--- src/rtl/alu_arbiter.sv ---
// alu_arbiter: two-port arbiter and issue sequencer sharing one combinational ALU.
// Registers the granted operation onto the ALU inputs and returns the result two cycles after accept.
`default_nettype none

module alu_arbiter #(
    parameter int PRIO_MODE    = 0,
    parameter int STARVE_LIMIT = 4
) (
    input  logic        clk,
    input  logic        rst_n,
    input  logic        flush,
    input  logic        req0_valid,
    output logic        req0_ready,
    input  logic [4:0]  req0_opcode,
    input  logic [2:0]  req0_func3,
    input  logic        req0_func7,
    input  logic [31:0] req0_op1,
    input  logic [31:0] req0_op2,
    input  logic        req1_valid,
    output logic        req1_ready,
    input  logic [4:0]  req1_opcode,
    input  logic [2:0]  req1_func3,
    input  logic        req1_func7,
    input  logic [31:0] req1_op1,
    input  logic [31:0] req1_op2,
    output logic [4:0]  alu_opcode,
    output logic [2:0]  alu_func3,
    output logic        alu_func7,
    output logic [31:0] alu_operand1,
    output logic [31:0] alu_operand2,
    input  logic [31:0] alu_result,
    output logic        rsp0_valid,
    output logic        rsp1_valid,
    output logic [31:0] rsp_data
);

    localparam logic [3:0] C_STARVE_MAX = 4'(STARVE_LIMIT);

    logic        grant0, grant1;
    logic        last_grant_q, last_grant_d;
    logic [3:0]  starve_q, starve_d;
    logic [4:0]  alu_opcode_q;
    logic [2:0]  alu_func3_q;
    logic        alu_func7_q;
    logic [31:0] alu_op1_q, alu_op2_q;
    logic        s1_valid_q, s1_port_q;
    logic        s2_valid_q, s2_port_q;
    logic [31:0] rsp_data_q;

    // Grant depends only on the request valids, flush and registered arbitration state.
    always_comb begin
        grant0 = 1'b0;
        grant1 = 1'b0;
        if (!flush) begin
            if (req0_valid && req1_valid) begin
                if (PRIO_MODE == 0) begin
                    if (last_grant_q) grant0 = 1'b1;
                    else              grant1 = 1'b1;
                end else begin
                    if (starve_q == C_STARVE_MAX) grant1 = 1'b1;
                    else                          grant0 = 1'b1;
                end
            end else begin
                grant0 = req0_valid;
                grant1 = req1_valid;
            end
        end
    end

    always_comb begin
        last_grant_d = last_grant_q;
        starve_d     = starve_q;
        if (grant0) last_grant_d = 1'b0;
        if (grant1) last_grant_d = 1'b1;
        // Flush cycles leave the starvation counter untouched.
        if (!flush) begin
            if (grant1)
                starve_d = 4'd0;
            else if (req1_valid && (starve_q < C_STARVE_MAX))
                starve_d = starve_q + 4'd1;
        end
    end

    always_ff @(posedge clk or negedge rst_n) begin
        if (!rst_n) begin
            last_grant_q <= 1'b1;
            starve_q     <= 4'd0;
            alu_opcode_q <= 5'd0;
            alu_func3_q  <= 3'd0;
            alu_func7_q  <= 1'b0;
            alu_op1_q    <= 32'd0;
            alu_op2_q    <= 32'd0;
            s1_valid_q   <= 1'b0;
            s1_port_q    <= 1'b0;
            s2_valid_q   <= 1'b0;
            s2_port_q    <= 1'b0;
            rsp_data_q   <= 32'd0;
        end else begin
            last_grant_q <= last_grant_d;
            starve_q     <= starve_d;
            s1_valid_q   <= grant0 || grant1;
            if (grant1) begin
                alu_opcode_q <= req1_opcode;
                alu_func3_q  <= req1_func3;
                alu_func7_q  <= req1_func7;
                alu_op1_q    <= req1_op1;
                alu_op2_q    <= req1_op2;
                s1_port_q    <= 1'b1;
            end else if (grant0) begin
                alu_opcode_q <= req0_opcode;
                alu_func3_q  <= req0_func3;
                alu_func7_q  <= req0_func7;
                alu_op1_q    <= req0_op1;
                alu_op2_q    <= req0_op2;
                s1_port_q    <= 1'b0;
            end
            s2_valid_q <= s1_valid_q && !flush;
            s2_port_q  <= s1_port_q;
            rsp_data_q <= alu_result;
        end
    end

    assign req0_ready   = grant0;
    assign req1_ready   = grant1;
    assign alu_opcode   = alu_opcode_q;
    assign alu_func3    = alu_func3_q;
    assign alu_func7    = alu_func7_q;
    assign alu_operand1 = alu_op1_q;
    assign alu_operand2 = alu_op2_q;
    assign rsp0_valid   = s2_valid_q && !s2_port_q;
    assign rsp1_valid   = s2_valid_q && s2_port_q;
    assign rsp_data     = rsp_data_q;

endmodule

`default_nettype wire

--- config.mk ---
export PLATFORM = sky130hd
export DESIGN_NAME = alu_arbiter
export DESIGN_NICKNAME = d
export VERILOG_FILES = /design/src/rtl/alu_arbiter.sv
export SDC_FILE = /design/constraint.sdc
export NUM_CORES = 1
export LEC_CHECK = 0
export ABC_AREA = 1
export BUFFER_PORTS_ARGS = -buffer_cell sky130_fd_sc_hd__buf_2
export CAP_MARGIN = 40
export CORE_MARGIN = 2
export CORE_UTILIZATION = 41
export CTS_BUF_LIST = sky130_fd_sc_hd__clkbuf_2 sky130_fd_sc_hd__clkbuf_4 sky130_fd_sc_hd__clkbuf_8
export DETAILED_ROUTE_END_ITERATION = 7
export HOLD_SLACK_MARGIN = 0.08
export MAX_ROUTING_LAYER = met4
export PLACE_DENSITY = 0.78
export SYNTH_ARGS = -nofsm -noshare
export SYNTH_HDL_FRONTEND = slang
export SYNTH_SLANG_ARGS = --single-unit
--- constraint.sdc ---
create_clock -name clk -period 1.3 [get_ports clk]
set_input_delay 0 -clock clk [delete_from_list [all_inputs] [get_ports clk]]
set_output_delay 0 -clock clk [all_outputs]
set_load 0.02 [all_outputs]
==> flow_metrics.tcl, run 1 <==
set metrics [dict create \
    clk_pin_slew_ns 0.10 \
    p_switching_uw 3030 \
    critPathCaptureType "primary output" \
    die_area_sq_um 13400 \
    yosysTopAreaCell "dfrtp_1" \
    p_seq_frac 0.436 \
    design_area_sq_um 9140 \
    pwr-share-clk 0.255 \
    gp_congestion 0.812 \
    grt-ovfl-total 0 \
    switching_share 0.328 \
    fin_ws_ns -0.0639 \
    synth_edf_count 0 \
    leakagePower_uw 0.00538 \
    path_max_fanout 4 \
    path_class "reg -> out" \
    finalSetupViolCount 35 \
    grt_util_met2 0.543 \
    synthTopCellsByCount "nand2_1 (224), inv_1 (151), nand3_1 (147)" \
    synthTopCellsByArea "dfrtp_1 (53%), nand2_1 (16%), nand3_1 (14%)" \
    max_freq_ghz 0.733 \
    synthDistinctLibCells 15 \
    root_buffer "clkbuf_8" \
    layout-drive-gt1-share 0.299 \
    grt_max_degree 48 \
    holdWs_ns 0.157 \
    initial_core_util 0.424 \
    finalHoldViolCount 0 \
    nNetsFinal 1330 \
    die_y_microns 116 \
    cap_violations 0 \
    cp.arrival_ns 1.36 \
    syn_to_final_growth_pct 78.2 \
    relSlewSlack 0.592 \
    rsz0062_at_grt "yes" \
    ys_seq_area_frac 0.537 \
    clock_skew_ns 0.0175 \
    cts_buffer_depth 2 \
    dpl-instance-area_sq_um 6880 \
    start_kind "flop" \
    grt.busiest_layer "met2" \
    synth_flop_cell "dfrtp_1" \
    placementRows 40 \
    clock-sinks 110 \
    drtAntennaViolNets 0 \
    cp_data_required_time_ns 1.30 \
    core_area_sq_um 12100 \
    vdd_drop_max_mv 0.692 \
    synth_seq_cells 110 \
    antenna_found_initial 1 \
    fill_cells 763 \
    seqCellArea_sq_um 2750 \
    synth_cells 680 \
    ctsHtreeMaxLevel 3 \
    synth_top_area_share 0.532 \
    period_minus_slack_ns 1.36 \
    hold_class "in -> reg" \
    post-route-period-util 1.05 \
    clock_latency_ns 0.38 \
    drt_first_pass_iters 8 \
    synth.net_count 863 \
    failed_checks "negative setup slack" \
    remaining_drc_errors 0 \
    drv_slew 0 \
    async_flop_share 1.00 \
    hpwl_microns 10800 \
    status "finished, violations left" \
    ios 292 \
    comb_power_share 0.309 \
    use_met3 0.0680 \
    syn_area_per_cell_sq_um 7.54 \
    tightest_slew_ns 0.612 \
    ys_warn_count 0 \
    multi_input_area_sq_um 1670 \
    io_buffers 291 \
    netlist_area_sq_um 5130 \
    routed_wl_microns 21900 \
    finalSetupTns_ns -1.02 \
    routed_via_density 4.97 \
    grtUsageMet1 0.343 \
    vias 6577 \
    power_density_nw_per_um2 1010 \
    die_w_microns 116 \
    numCtsBuffers 9 \
    p_int_uw 6200 \
    cts_tree "yes" \
    grt_pass1_wl_microns 32300 \
    drt_iter0_drc 760 \
    synth_most_common_cell "nand2_1" \
    wire_per_inst_microns 16.6 \
    grt_pass1_vias 6723 \
    grt_usage 0.324 \
]
-- stage by stage --
step                total power (uW)  utilization  instances  worst slack, ns
floorplan                       5230            -        680           0.0390
global placement                6220        0.568       1115           0.0713
detailed placement              6270        0.568       1115           0.0273
CTS                             9090        0.746       1318          -0.0890
global route                    9640        0.754       1321           -0.125
finish                          9230        0.755       1323          -0.0639
-- final timing paths --
path	startpoint	to	slack, ns	cells after the start
worst min-delay path	req0_valid	alu_operand1[7]$_DFFE_PN0P_	0.16	5
worst min register to register	s1_port_q$_DFFE_PN0P_	s2_port_q$_DFF_PN0_	0.39	0
max in group asynchronous	rst_n	alu_operand2[8]$_DFFE_PN0P_	0.21	3
min in group asynchronous	rst_n	alu_operand2[5]$_DFFE_PN0P_	0.19	3
worst max register to register	last_grant_q$_DFFE_PN1P_	alu_opcode[0]$_DFFE_PN0P_	-0.06	7
worst max-delay path	last_grant_q$_DFFE_PN1P_	req1_ready	-0.06	5
-- kinds of logic (layout without fill, tap and decap cells) --
kind of cell / Yosys count / in the layout / synth area share
AOI/OAI and AO/OA: 3 / 3 / 0.00366
other: 0 / 3 / 0
and+or+nand+nor: 374 / 374 / 0.311
buffers and inverters: 193 / 665 / 0.149
DFF: 110 / 110 / 0.537
-- registers in the layout, indices dropped and copies added (netlist names), 3 cells and up --
name / count
alu_operand1: 32
alu_operand2: 32
rsp_data: 32
alu_opcode: 5
alu_func3: 3
-- critical path, stage by stage, from the launching register on --
cell and delay, ns:
dfstp_2 0.56, nand2_4 0.06, nand3_4 0.10, buf_12 0.12
inv_4 0.03, buf_6 0.12
-- per-layer routing --
| metal | share of wire | wire length, microns | vias up |
|---|---|---|---|
| met2 | 0.49 | 10800 | 523 |
| met1 | 0.34 | 7550 | 2960 |
| met3 | 0.10 | 2180 | 145 |
| met5 | 0 | 0 | - |
| met4 | 0.065 | 1420 | 0 |
| li1 | - | - | 2949 |
-- power by group through the flow --
stage / sequential (uW) / combinational, uW / clock [uW]
floorplan: 4520 / 713 / 0
global placement: 4050 / 2170 / 0
detailed placement: 4060 / 2210 / 0
CTS: 4000 / 2700 / 2400
global route: 4060 / 3060 / 2520
finish: 4020 / 2850 / 2360
-- timing repair --
item                                    CTS  global route
gates resized for setup                   5            11
setup buffers                             3             0
endpoints found under the setup margin    1            85
gates cloned                              2             2
hold buffers                            182             0
pin swaps                                 0             2
endpoints found under the hold margin   216             0
-- final cells by class --
cell class | instances | area share
repair buffers | 495 | 0.403
flip-flops and latches | 110 | 0.301
multi-input cells | 377 | 0.183
inverters | 154 | 0.0635
well taps | 168 | 0.0230
clock buffers | 10 | 0.0151
clock inverters | 6 | 0.0103
diodes | 3 | 0.000821
-- cell usage in the layout (no fill, tap or decap) --
cell type	count
inv_2	3
bufbuf_16	2
nor2_1	2
nand3_1	140
dfstp_2	1
clkinv_2	1
clkinv_4	2
dlygate4sd3_1	181
inv_4	1
buf_2	288
buf_4	7
buf_12	11
nand2_4	1
inv_8	1
nand2_1	223
dfrtp_1	109
o21ai_4	1
dlymetal6s4s_1	1
clkbuf_16	2
nand3_4	1
nor2_4	1
buf_6	3
diode_2	3
inv_1	150
nand3_2	6
clkbuf_8	10
bufinv_16	2
o21ai_1	1
a21oi_1	1
(Power assumes the default switching activity.)
==> run 2, diff against run 1 <==
--- a/config.mk
+++ b/config.mk
@@ -5,7 +5,7 @@
 export SDC_FILE = /design/constraint.sdc
 export NUM_CORES = 1
 export LEC_CHECK = 0
-export ABC_AREA = 1
+export ABC_AREA = 0
 export BUFFER_PORTS_ARGS = -buffer_cell sky130_fd_sc_hd__buf_2
 export CAP_MARGIN = 40
 export CORE_MARGIN = 2
@@ -14,7 +14,7 @@
 export DETAILED_ROUTE_END_ITERATION = 7
 export HOLD_SLACK_MARGIN = 0.08
 export MAX_ROUTING_LAYER = met4
-export PLACE_DENSITY = 0.78
+export PLACE_DENSITY = 0.79
 export SYNTH_ARGS = -nofsm -noshare
 export SYNTH_HDL_FRONTEND = slang
 export SYNTH_SLANG_ARGS = --single-unit
==> run 2 against run 1 <==
Compared with the run above:
- the run now fails in clock tree synthesis
- synthesized cell count decreased by 29%
- area after synthesis fell by 4.8%
==> flow_metrics.tcl, run 2 <==
set metrics [dict create \
    syn_area_per_cell_sq_um 10.2 \
    muxShareOfSynthArea 0 \
    synth_flop_cell "dfrtp_1" \
    synth-compound-area-share 0.305 \
    netlist_area_sq_um 4880 \
    synth_top_family_by_area "compound AO/OA/AOI/OAI gates" \
    holdBufCountCts 180 \
    synthSimpleGateAreaFrac 0.0640 \
    synth_xor_area_frac 0 \
    ys_seq_area_frac 0.564 \
    synth_most_common_cell "dfrtp_1" \
    status "aborted with a tool error" \
    synth.net_count 663 \
    dp_cells 867 \
    synth_fa_ha_area_frac 0 \
    synth_edf_count 0 \
    synthTopCellsByCount "dfrtp_1 (109), nor2_1 (74), a31oi_1 (73), o2111ai_1 (73), o21ai_0 (66)" \
    ios 292 \
    dpl-instance-area_sq_um 6510 \
    yosysTopAreaCell "dfrtp_1" \
    async_flop_share 1.00 \
    cts_buffer_depth 2 \
    post_cts_buffers 6 \
    cts_resized 42 \
    initial_core_util 0.424 \
    die_y_microns 113 \
    synth_cells 480 \
    gp_congestion 0.880 \
    ys_warn_count 0 \
    clock-sinks 110 \
    placementRows 39 \
    synth_top_area_share 0.558 \
    synth_seq_cells 110 \
    hpwl_microns 11300 \
    synthTopCellsByArea "dfrtp_1 (56%), o2111ai_1 (13%), a31oi_1 (9.3%)" \
    root_buffer "clkbuf_8" \
    io_buffers 291 \
    synthDistinctLibCells 21 \
    failed_stage "clock tree synthesis" \
    ctsHtreeMaxLevel 3 \
    die_w_microns 113 \
    numCtsBuffers 9 \
    stop_error "[ERROR RSZ-0060] Max buffer count reached." \
]
==> run 2: cell types whose count changed after synthesis, moves of 66 or more <==
cell / previous run / this run
nor2_1: 2 / 74
nand2_1: 224 / 0
inv_1: 151 / 3
a31oi_1: 0 / 73
nand3_1: 147 / 0
o21ai_0: 0 / 66
o2111ai_1: 0 / 73
==> run 2: metrics by stage <==
| step | utilization | setup WS [ns] |
|---|---|---|
| floorplan | - | -0.0215 |
| global placement | 0.566 | 0.0115 |
| detailed placement | 0.566 | -0.0367 |
==> run 2: logic make-up after synthesis <==
| kind of cell | count (synthesis) |
|---|---|
| flip-flops | 110 |
| buffers and inverters | 68 |
| AND/OR/NAND/NOR | 79 |
| AO/OA/AOI/OAI | 223 |
==> run 3, diff against run 2 <==
==> config.mk (replaced) <==
export PLATFORM = sky130hd
export DESIGN_NAME = alu_arbiter
export DESIGN_NICKNAME = d
export VERILOG_FILES = /design/src/rtl/alu_arbiter.sv
export SDC_FILE = /design/constraint.sdc
export NUM_CORES = 1
export LEC_CHECK = 0
export ABC_AREA = 0
export BUFFER_PORTS_ARGS = -buffer_cell sky130_fd_sc_hd__buf_2
export CAP_MARGIN = 40
export CORE_MARGIN = 2
export CORE_UTILIZATION = 40
export DETAILED_ROUTE_END_ITERATION = 7
export PLACE_DENSITY_LB_ADDON = 0.15
export SYNTH_ARGS = -nofsm -noshare
export SYNTH_HDL_FRONTEND = slang
export SYNTH_SLANG_ARGS = --single-unit
==> constraint.sdc (replaced) <==
create_clock -name clk -period 1.7 [get_ports clk]
set_input_delay 0 -clock clk [delete_from_list [all_inputs] [get_ports clk]]
set_output_delay 0 -clock clk [all_outputs]
set_load 0.02 [all_outputs]
==> run 3 against run 2 <==
Compared with the run above:
- synthesized cell count is the same
- area after synthesis is the same
- the flow again stops in clock tree synthesis
==> flow_metrics.tcl, run 3 <==
set metrics [dict create \
    status "aborted with a tool error" \
    failed_stage "clock tree synthesis" \
    stop_error "[ERROR RSZ-0060] Max buffer count reached." \
    synthTopCellsByArea "dfrtp_1 (56%), o2111ai_1 (13%), a31oi_1 (9.3%)" \
    numCtsBuffers 9 \
    io_buffers 291 \
    clock-sinks 110 \
    synthDistinctLibCells 21 \
    async_flop_share 1.00 \
    ios 292 \
    gp_congestion 0.816 \
    ys_warn_count 0 \
    die_y_microns 115 \
    synth_seq_cells 110 \
    cts_resized 0 \
    post_cts_buffers 0 \
    initial_core_util 0.408 \
    synthTopCellsByCount "dfrtp_1 (109), nor2_1 (74), a31oi_1 (73), o2111ai_1 (73), o21ai_0 (66)" \
    synth_cells 480 \
    synth_edf_count 0 \
    placementRows 40 \
    netlist_area_sq_um 4880 \
    dp_cells 871 \
    ys_seq_area_frac 0.564 \
    die_w_microns 115 \
    hpwl_microns 11100 \
    syn_area_per_cell_sq_um 10.2 \
    cts_buffer_depth 2 \
    ctsHtreeMaxLevel 3 \
    yosysTopAreaCell "dfrtp_1" \
    synth_most_common_cell "dfrtp_1" \
    synth_top_area_share 0.558 \
    synth.net_count 663 \
    synth_flop_cell "dfrtp_1" \
    holdBufCountCts 178 \
    root_buffer "clkbuf_16" \
]
==> run 3: kinds of logic after synthesis <==
kind of cell | synth area share
buffers and inverters | 0.0669
DFF | 0.564
AOI/OAI and AO/OA | 0.305
and+or+nand+nor | 0.0640
==> run 3: per-stage QoR <==
stage,utilization,worst slack [ns],area (sq um)
after floorplan,-,0.379,4880
after global placement,0.537,0.339,6420
after detailed placement,0.537,0.290,6420
